File: src/rtl/conv_stream_acc_if.sv
// Streaming bus for conv_stream_acc: sample strobe, control pulses,
// coefficient load port and the result/strobe/sum outputs.
interface conv_stream_acc_if #(
    parameter int DATA_W = 8,
    parameter int COEF_W = 8,
    parameter int TAPS   = 4,
    parameter int OUT_W  = 8
) ();
    localparam int IDX_W = $clog2(TAPS);

    logic              read;
    logic [DATA_W-1:0] in_data;
    logic              flush;
    logic              clr_sum;
    logic              coef_we;
    logic [IDX_W-1:0]  coef_idx;
    logic [COEF_W-1:0] coef_data;
    logic              mode;
    logic              conv_valid;
    logic [OUT_W-1:0]  CONV_OUT;
    logic [OUT_W-1:0]  sumout;

    modport master (
        output read, in_data, flush, clr_sum, coef_we, coef_idx, coef_data, mode,
        input  conv_valid, CONV_OUT, sumout
    );

    modport slave (
        input  read, in_data, flush, clr_sum, coef_we, coef_idx, coef_data, mode,
        output conv_valid, CONV_OUT, sumout
    );
endinterface

File: src/rtl/conv_stream_acc.sv
// Streaming convolution engine: TAPS-deep sample window, loadable
// coefficient bank, two-stage multiply/accumulate pipeline with output
// scaling (saturate or wrap) and a running modulo sum of all results.
module conv_stream_acc #(
    parameter int DATA_W = 8,
    parameter int COEF_W = 8,
    parameter int TAPS   = 4,
    parameter int ACC_W  = 24,
    parameter int SHIFT  = 0,
    parameter int OUT_W  = 8
) (
    input logic CLK,
    input logic RST,
    conv_stream_acc_if.slave bus
);
    localparam int PROD_W = DATA_W + COEF_W;
    localparam int CNT_W  = $clog2(TAPS + 1);

    logic [DATA_W-1:0] win_q   [TAPS];
    logic [DATA_W-1:0] win_d   [TAPS];
    logic [COEF_W-1:0] coef_q  [TAPS];
    logic [COEF_W-1:0] coef_d  [TAPS];
    logic [PROD_W-1:0] prod_q  [TAPS];
    logic [PROD_W-1:0] prod_d  [TAPS];
    logic [CNT_W-1:0]  fill_q, fill_d;
    logic              tag0_q, tag0_d;
    logic              prod_valid_q, prod_valid_d;
    logic              conv_valid_q, conv_valid_d;
    logic [OUT_W-1:0]  conv_out_q, conv_out_d;
    logic [OUT_W-1:0]  sum_q, sum_d;
    logic [ACC_W-1:0]  acc;
    logic [ACC_W-1:0]  scaled;
    logic              over;

    // Window shift, warm-up fill count and the stage-0 valid tag; flush beats read.
    always_comb begin
        win_d  = win_q;
        fill_d = fill_q;
        tag0_d = 1'b0;
        if (bus.flush) begin
            for (int k = 0; k < TAPS; k++) win_d[k] = '0;
            fill_d = '0;
        end else if (bus.read) begin
            win_d[0] = bus.in_data;
            for (int k = 1; k < TAPS; k++) win_d[k] = win_q[k-1];
            if (fill_q < CNT_W'(TAPS)) fill_d = fill_q + 1'b1;
            tag0_d = (fill_d == CNT_W'(TAPS));
        end
    end

    // Coefficient bank write; an index beyond the bank is ignored.
    always_comb begin
        coef_d = coef_q;
        if (bus.coef_we && (int'(bus.coef_idx) < TAPS)) begin
            coef_d[bus.coef_idx] = bus.coef_data;
        end
    end

    // Stage 1: per-tap products from the current window and coefficients.
    always_comb begin
        for (int k = 0; k < TAPS; k++) begin
            prod_d[k] = PROD_W'(coef_q[k]) * PROD_W'(win_q[k]);
        end
        prod_valid_d = tag0_q & ~bus.flush;
    end

    // Stage 2: sum, scale, saturate or wrap, and fold the result into the running sum.
    always_comb begin
        acc = '0;
        for (int k = 0; k < TAPS; k++) acc = acc + ACC_W'(prod_q[k]);
        scaled = acc >> SHIFT;
        over = 1'b0;
        for (int i = OUT_W; i < ACC_W; i++) over = over | scaled[i];
        conv_valid_d = prod_valid_q & ~bus.flush;
        conv_out_d   = conv_out_q;
        if (conv_valid_d) begin
            conv_out_d = (!bus.mode && over) ? {OUT_W{1'b1}} : scaled[OUT_W-1:0];
        end
        sum_d = sum_q;
        if (bus.clr_sum) sum_d = '0;
        if (conv_valid_d) sum_d = sum_d + conv_out_d;
    end

    // State registers; reset restores the pass-through coefficient set.
    always_ff @(posedge CLK) begin
        if (RST) begin
            for (int k = 0; k < TAPS; k++) begin
                win_q[k]  <= '0;
                coef_q[k] <= (k == 0) ? COEF_W'(1) : '0;
                prod_q[k] <= '0;
            end
            fill_q       <= '0;
            tag0_q       <= 1'b0;
            prod_valid_q <= 1'b0;
            conv_valid_q <= 1'b0;
            conv_out_q   <= '0;
            sum_q        <= '0;
        end else begin
            win_q        <= win_d;
            coef_q       <= coef_d;
            prod_q       <= prod_d;
            fill_q       <= fill_d;
            tag0_q       <= tag0_d;
            prod_valid_q <= prod_valid_d;
            conv_valid_q <= conv_valid_d;
            conv_out_q   <= conv_out_d;
            sum_q        <= sum_d;
        end
    end

    assign bus.conv_valid = conv_valid_q;
    assign bus.CONV_OUT   = conv_out_q;
    assign bus.sumout     = sum_q;
endmodule

File: src/flat_wrapper.sv
// flat-port wrapper written by rule: the top's interface ports become plain ports
module conv_stream_acc_flat 
#(
    parameter int DATA_W = 8,
    parameter int COEF_W = 8,
    parameter int TAPS   = 4,
    parameter int ACC_W  = 24,
    parameter int SHIFT  = 0,
    parameter int OUT_W  = 8
)
  (CLK, RST, bus_read, bus_in_data, bus_flush, bus_clr_sum, bus_coef_we, bus_coef_idx, bus_coef_data, bus_mode, bus_conv_valid, bus_CONV_OUT, bus_sumout);
  conv_stream_acc_if #(.DATA_W(DATA_W), .COEF_W(COEF_W), .TAPS(TAPS), .OUT_W(OUT_W)) bus_i ();
  input logic CLK;
  input logic RST;
  input wire logic [$bits(bus_i.read)-1:0] bus_read;
  input wire logic [$bits(bus_i.in_data)-1:0] bus_in_data;
  input wire logic [$bits(bus_i.flush)-1:0] bus_flush;
  input wire logic [$bits(bus_i.clr_sum)-1:0] bus_clr_sum;
  input wire logic [$bits(bus_i.coef_we)-1:0] bus_coef_we;
  input wire logic [$bits(bus_i.coef_idx)-1:0] bus_coef_idx;
  input wire logic [$bits(bus_i.coef_data)-1:0] bus_coef_data;
  input wire logic [$bits(bus_i.mode)-1:0] bus_mode;
  output wire logic [$bits(bus_i.conv_valid)-1:0] bus_conv_valid;
  output wire logic [$bits(bus_i.CONV_OUT)-1:0] bus_CONV_OUT;
  output wire logic [$bits(bus_i.sumout)-1:0] bus_sumout;
  assign bus_i.read = bus_read;
  assign bus_i.in_data = bus_in_data;
  assign bus_i.flush = bus_flush;
  assign bus_i.clr_sum = bus_clr_sum;
  assign bus_i.coef_we = bus_coef_we;
  assign bus_i.coef_idx = bus_coef_idx;
  assign bus_i.coef_data = bus_coef_data;
  assign bus_i.mode = bus_mode;
  assign bus_conv_valid = bus_i.conv_valid;
  assign bus_CONV_OUT = bus_i.CONV_OUT;
  assign bus_sumout = bus_i.sumout;
  conv_stream_acc #(.DATA_W(DATA_W), .COEF_W(COEF_W), .TAPS(TAPS), .ACC_W(ACC_W), .SHIFT(SHIFT), .OUT_W(OUT_W)) u_core (.CLK(CLK), .RST(RST), .bus(bus_i));
endmodule
File: config.mk
export PLATFORM = sky130hd
export DESIGN_NAME = conv_stream_acc_flat
export DESIGN_NICKNAME = d
export VERILOG_FILES = /design/src/rtl/conv_stream_acc_if.sv /design/src/rtl/conv_stream_acc.sv /design/src/flat_wrapper.sv
export SDC_FILE = /design/constraint.sdc
export NUM_CORES = 1
export LEC_CHECK = 0
export ABC_AREA = 1
export BUFFER_PORTS_ARGS = -buffer_cell sky130_fd_sc_hd__buf_2
export CORE_ASPECT_RATIO = 1.4
export CORE_MARGIN = 2
export CORE_UTILIZATION = 59
export CTS_CLUSTER_SIZE = 16
export DETAILED_ROUTE_END_ITERATION = 8
export PLACE_DENSITY = 0.84
export SYNTH_ARGS = -nofsm -noshare
export SYNTH_HDL_FRONTEND = slang
export SYNTH_SLANG_ARGS = --single-unit
File: constraint.sdc
create_clock -name CLK -period 5.6 [get_ports CLK]
set_input_delay 0.56 -clock CLK [delete_from_list [all_inputs] [get_ports CLK]]
set_output_delay 0.56 -clock CLK [all_outputs]
set_load 0.02 [all_outputs]
==> results of run 1 <==
-- kinds of logic after synthesis --
logic type | synth area share
compound gates | 0.1078
xor+xnor | 0.01585
fa+ha+maj | 0.3598
buf+inv | 0.1493
flops | 0.1941
simple gates | 0.1730
-- sequential cells by signal, summed over array words and instances (netlist names) --
| name | flops |
|---|---|
| u_core.prod_q | 64 |
| u_core.coef_q | 32 |
| u_core.win_q | 32 |
| u_core.bus.CONV_OUT | 8 |
| u_core.bus.sumout | 8 |
| u_core.fill_q | 3 |
| u_core.bus.conv_valid | 1 |
| u_core.prod_valid_q | 1 |
| u_core.tag0_q | 1 |
-- cell usage in the layout, fill, tap and decap left out, drive strengths merged, types with 10 or more instances in the layout --
| master | n |
|---|---|
| xor2 | 17 |
| dfxtp | 150 |
| fa | 163 |
| a21oi | 165 |
| nor2 | 135 |
| ha | 184 |
| nand3 | 37 |
| o21ai | 118 |
| inv | 532 |
| clkbuf | 17 |
| and2 | 10 |
| nand2 | 466 |
| buf | 55 |
| xnor2 | 11 |
| o21bai | 11 |
-- cell type report --
class | instances | area (um^2) | share of cell area
clock inverters | 15 | 167.7 | 0.01003
well taps | 324 | 405.4 | 0.02426
flip-flops and latches | 150 | 3005 | 0.1798
clock buffers | 17 | 425.4 | 0.02545
inverters | 525 | 1971 | 0.1179
repair buffers | 55 | 310.3 | 0.01857
multi-input cells | 1356 | 10430 | 0.6239
-- worst max-delay path: cells and delay by family (launching register included) --
family,cells,cell delay [ps]
AO/OA/AOI/OAI,12,1520
XOR/XNOR,1,200
adder cells (fa/ha/maj),5,1590
buffers and inverters,3,180
flip-flops,1,350
AND/OR/NAND/NOR,17,1500
-- routing by layer --
metal  global-route usage  wire length [um]  vias up
met5                    0                 0        -
met4               0.1378              1760        0
met3              0.03703              1970      135
met2               0.5107             19090      484
met1               0.3101             14160     6203
li1                     -                 -     6352
-- what timing repair did --
item,4_1_cts,5_1_grt
gates resized for setup,7,60
setup buffers,1,6
pin swaps,1,28
setup endpoints to repair,2,4
cloned,0,0
-- final timing paths --
path	to	cells after the start	from	slack (ps)
worst max-delay path	u_core.bus.sumout[7]$_SDFF_PP0_	38	u_core.prod_q[32]$_SDFF_PP0_	150
worst min-delay path	u_core.win_q[26]$_SDFFE_PP0P_	3	bus_in_data[2]	360
worst max register to register	u_core.bus.sumout[7]$_SDFF_PP0_	38	u_core.prod_q[32]$_SDFF_PP0_	150
worst min register to register	u_core.prod_valid_q$_SDFF_PP0_	2	u_core.tag0_q$_SDFF_PP0_	410
-- stage by stage --
stage               std cells  area (um^2)  hold WS [ps]
global route             2442        16710         358.6
detailed placement       2403        15790         402.4
CTS                      2436        16410         351.7
floorplan                2120        15470         393.6
global placement         2403        15790         403.4
finish                   2442        16710         355.3
-- report_power, final --
part | internal (W) | leakage [nW] | total (W) | switching [W]
combinational | 0.0000667 | 8.22 | 0.000195 | 0.000128
clock | 0.000602 | 0.289 | 0.00116 | 0.000563
sequential | 0.00109 | 1.22 | 0.00114 | 0.0000531
total | 0.00176 | 9.72 | 0.00250 | 0.000744
==> results.py, run 1 <==
metrics = {
    "global_routing": {
        "grt_pass1_wl_mm": 61.91,
        "grt_usage": 0.2768,
        "antenna_found_initial": 0,
        "grt_pass1_vias": 13800,
        "grt_max_degree": 64,
        "overflow": 0,
    },
    "timing": {
        "drv_slew": 0,
        "worstMarginPinSlew_ps": 1060,
        "hold_violations": 0,
        "rsz0062_at_grt": "true",
        "fin_setup_tns_ps": 0,
        "fin_skew_ps": 13.55,
        "fin_ws_ps": 153.0,
        "finalCriticalPeriod_ps": 5447,
        "setup-violations-final": 0,
        "fin_crit_sh": 0.9727,
        "slew-limit-headroom": 0.2880,
        "max_freq_mhz": 183.6,
    },
    "clock_network": {
        "cts_max_level": 4,
        "cts_buffer_depth": 2,
        "ctsHoldBuffers": 0,
        "clk_pin_slew_ps": 70,
        "clkLatencyLatePin_ps": 450,
        "clock-root-buffer": "clkbuf_16",
        "cts_buffers": 17,
        "tritoncts": "done",
        "clkSinkCount": 150,
    },
    "pwr": {
        "p_total_w": 0.002501,
        "ir_worst_vdd_v": 0.0002288,
        "power_density_nw_per_um2": 149.6,
        "total_leakage_power_nw": 9.722,
    },
    "synthesis": {
        "synth_ff_type": "dfxtp_1",
        "ys_top_cells_by_area": "fa_1 (21%), dfxtp_1 (19%), ha_1 (15%)",
        "syn-num-nets": 2492,
        "yosysMostFrequentCell": "inv_1",
        "yosysUniqueCellTypes": 36,
        "yosysWarnings": 0,
        "synth_edf_count": 0,
        "async_flop_share": 0,
        "synth_cells": 2120,
        "synth-seq-cells": 150,
        "yosysSeqAreaShare": 0.1941,
        "synthTopCellsByCount": "inv_1 (522), nand2_1 (459), ha_1 (184), a21oi_1 (164), fa_1 (163)",
        "syn_area_um2": 15470,
        "avgSynthCellArea_um2": 7.296,
        "synth.largest_area_cell": "fa_1",
        "synth_top_area_share": 0.2110,
    },
    "status": {
        "violations": "design-rule violations",
        "status": "finished, violations left",
    },
    "placed_design": {
        "place_ws_ps": -79.94,
        "dp_hpwl_mm": 28.56,
        "globalplace.congestion": 0.9015,
        "io_buffers": 41,
    },
    "floorplan": {
        "io_pins": 42,
        "die_h_um": 195.6,
        "rows": 70,
        "die_w_um": 140.8,
        "initial_core_util": 0.5966,
        "core_region_area_um2": 25920,
        "dieArea_um2": 27540,
    },
    "drt": {
        "drc": 2,
        "wirelength_mm": 36.99,
        "ant_nets": 0,
        "dr.pass1.iters": 7,
        "wire_per_inst_um": 15.15,
        "vias": 13170,
        "initialDrtViolationCount": 964,
        "vias_per_cell": 5.395,
    },
    "worst_setup_path": {
        "crit_path_max_incr_delay_ps": 540,
        "crit_path_start_kind": "register",
        "cpMostUsedCell": "nand2_1",
        "arrival_ps": 5780,
        "crit_type": "register to register",
        "cp_max_fo": 5,
        "crit_slowest_cell": "fa_1",
        "cp.required_ps": 5940,
        "endpoint_kind": "register",
    },
    "layout": {
        "area_growth_syn_to_layout_pct": 8.049,
        "drive_gt1_frac": 0.07460,
        "fill_cells": 2118,
        "final_core_util": 0.6446,
        "nets": 2477,
        "antennaDiodeCount": 0,
    },
    "hold_path": {
        "hold_path.class": "input port to register",
    },
    "run": {
        "drv_cap": 0,
    },
}
Note: power is estimated with default switching activity, not from simulation.
==> run 2: changes to the inputs <==
Settings changed: REMOVE_ABC_BUFFERS set to 1.
==> results.py, run 2 (same netlist as run 1, synthesis figures left out) <==
metrics = {
    "timing": {
        "rsz0062_at_grt": "true",
        "hold_violations": 0,
        "fin_skew_ps": 11.03,
        "fin_crit_sh": 0.9888,
        "max_freq_mhz": 180.6,
        "finalCriticalPeriod_ps": 5537,
        "setup-violations-final": 0,
        "worstMarginPinSlew_ps": 962.9,
        "fin_hold_ws_ps": 374.0,
        "drv_slew": 0,
        "slew-limit-headroom": 0.3580,
    },
    "placed_design": {
        "io_buffers": 41,
        "place_area_um2": 15800,
        "dp_hpwl_mm": 28.92,
        "globalplace.congestion": 0.9325,
    },
    "clock_network": {
        "cts_buffers": 17,
        "ctsHoldBuffers": 0,
        "cts_max_level": 4,
        "clkLatencyLatePin_ps": 430,
        "clock-root-buffer": "clkbuf_16",
        "cts_buffer_depth": 2,
        "clk_pin_slew_ps": 70,
        "tritoncts": "done",
        "clkSinkCount": 150,
    },
    "hold_path": {
        "hold_path.class": "input port to register",
    },
    "worst_setup_path": {
        "crit_path_max_incr_delay_ps": 480,
        "arrival_ps": 5860,
        "crit_slowest_cell": "fa_1",
        "crit_type": "register to register",
        "cp.required_ps": 5920,
        "cpMostUsedCell": "nand2_1",
        "endpoint_kind": "register",
        "crit_path_start_kind": "register",
        "cp_max_fo": 8,
    },
    "layout": {
        "area_growth_syn_to_layout_pct": 8.146,
        "final_area_um2": 16730,
        "final_common_cell": "inv_1",
        "final_core_util": 0.6452,
        "nets": 2482,
        "largest-register": "u_core.prod_q",
        "fill_cells": 2096,
        "final_cell_mix": "inv_1 (519), nand2_1 (453), ha_1 (176)",
        "reg_top3": "u_core.prod_q x64, u_core.coef_q x32, u_core.win_q x32",
        "largest_reg_flops": 64,
        "multi_input_area_um2": 10400,
        "drive_gt1_frac": 0.07537,
        "antennaDiodeCount": 0,
        "seq_area_um2": 3005,
    },
    "floorplan": {
        "dieArea_um2": 27540,
        "io_pins": 42,
        "rows": 70,
        "die_h_um": 195.6,
        "die_w_um": 140.8,
        "core_region_area_um2": 25920,
        "initial_core_util": 0.5966,
    },
    "pwr": {
        "ir_worst_vdd_v": 0.0002142,
        "power_switching_w": 0.0006819,
        "total_leakage_power_nw": 9.726,
        "p_total_w": 0.002489,
        "clkPwrFrac": 0.461,
        "p_seq_frac": 0.459,
        "internal_power_w": 0.001807,
        "power_density_nw_per_um2": 148.8,
        "pwr-share-comb": 0.081,
        "switching_share": 0.2740,
    },
    "drt": {
        "dr.pass1.iters": 5,
        "wire_per_inst_um": 15.38,
        "vias_per_cell": 5.399,
        "vias": 13210,
        "wirelength_mm": 37.62,
        "ant_nets": 0,
        "drc": 0,
        "initialDrtViolationCount": 984,
    },
    "global_routing": {
        "overflow": 0,
        "grt_pass1_vias": 13500,
        "antenna_found_initial": 0,
        "grt_usage": 0.2800,
        "grt_pass1_wl_mm": 62.36,
        "grt_max_degree": 45,
    },
    "run": {
        "drv_cap": 0,
    },
    "status": {
        "status": "complete, no violations",
    },
}
[run 2: per-layer routing]
metal,GRT usage,part of all wire,vias to the layer above
met5,0,0,-
met4,0.1678,0.063,0
met3,0.03016,0.055,132
met2,0.5014,0.50,509
met1,0.3199,0.38,6220
li1,-,-,6350
[run 2: critical path, delay by kind of cell (launching register included)]
| family | cells | cell delay [ps] |
|---|---|---|
| compound gates | 10 | 1420 |
| buf+inv | 3 | 320 |
| flops | 1 | 310 |
| simple gates | 19 | 1800 |
| xor+xnor | 1 | 150 |
| fa+ha+maj | 4 | 1420 |
[run 2: path summary, 6_finish.rpt]
path | start | endpoint | slack, ps | depth (start not counted)
worst max register to register | u_core.prod_q[35]$_SDFF_PP0_ | u_core.bus.sumout[7]$_SDFF_PP0_ | 60 | 37
worst max-delay path | u_core.prod_q[35]$_SDFF_PP0_ | u_core.bus.sumout[7]$_SDFF_PP0_ | 60 | 37
worst min-delay path | bus_in_data[1] | u_core.win_q[25]$_SDFFE_PP0P_ | 370 | 3
worst min register to register | u_core.tag0_q$_SDFF_PP0_ | u_core.prod_valid_q$_SDFF_PP0_ | 410 | 2
[run 2: power by group through the flow]
stage          Sequential, W  Clock (W)  Combinational (W)
4_1_cts              0.00114    0.00115           0.000188
6_report             0.00114    0.00115           0.000201
5_1_grt              0.00114    0.00120           0.000225
2_1_floorplan        0.00114          0           0.000122
3_5_place_dp         0.00116          0           0.000185
3_3_place_gp         0.00116          0           0.000179
[run 2: metrics by stage]
step	setup TNS (ps)	setup slack, ps	std cells
2_1_floorplan	0	332.3	2031
3_3_place_gp	0	103.1	2404
3_5_place_dp	-145.5	-106.2	2404
4_1_cts	0	7.930	2436
5_1_grt	-392.3	-221.4	2447
6_report	0	62.67	2447
[run 2: final cells by class]
cell class,count,area share
multi-input combinational,1356,0.6217
sequential,150,0.1797
inverter,525,0.1178
timing repair buffer,60,0.02102
clock inverter,13,0.008452
tap,324,0.02424
clock buffer,19,0.02708
[run 2: what timing repair did]
item / in CTS / in global routing
hold endpoints to repair: 0 / 0
buffers inserted: 0 / 11
pin swaps: 1 / 35
resized for setup: 5 / 58
endpoints found under the setup margin: 2 / 4
gates cloned: 0 / 0
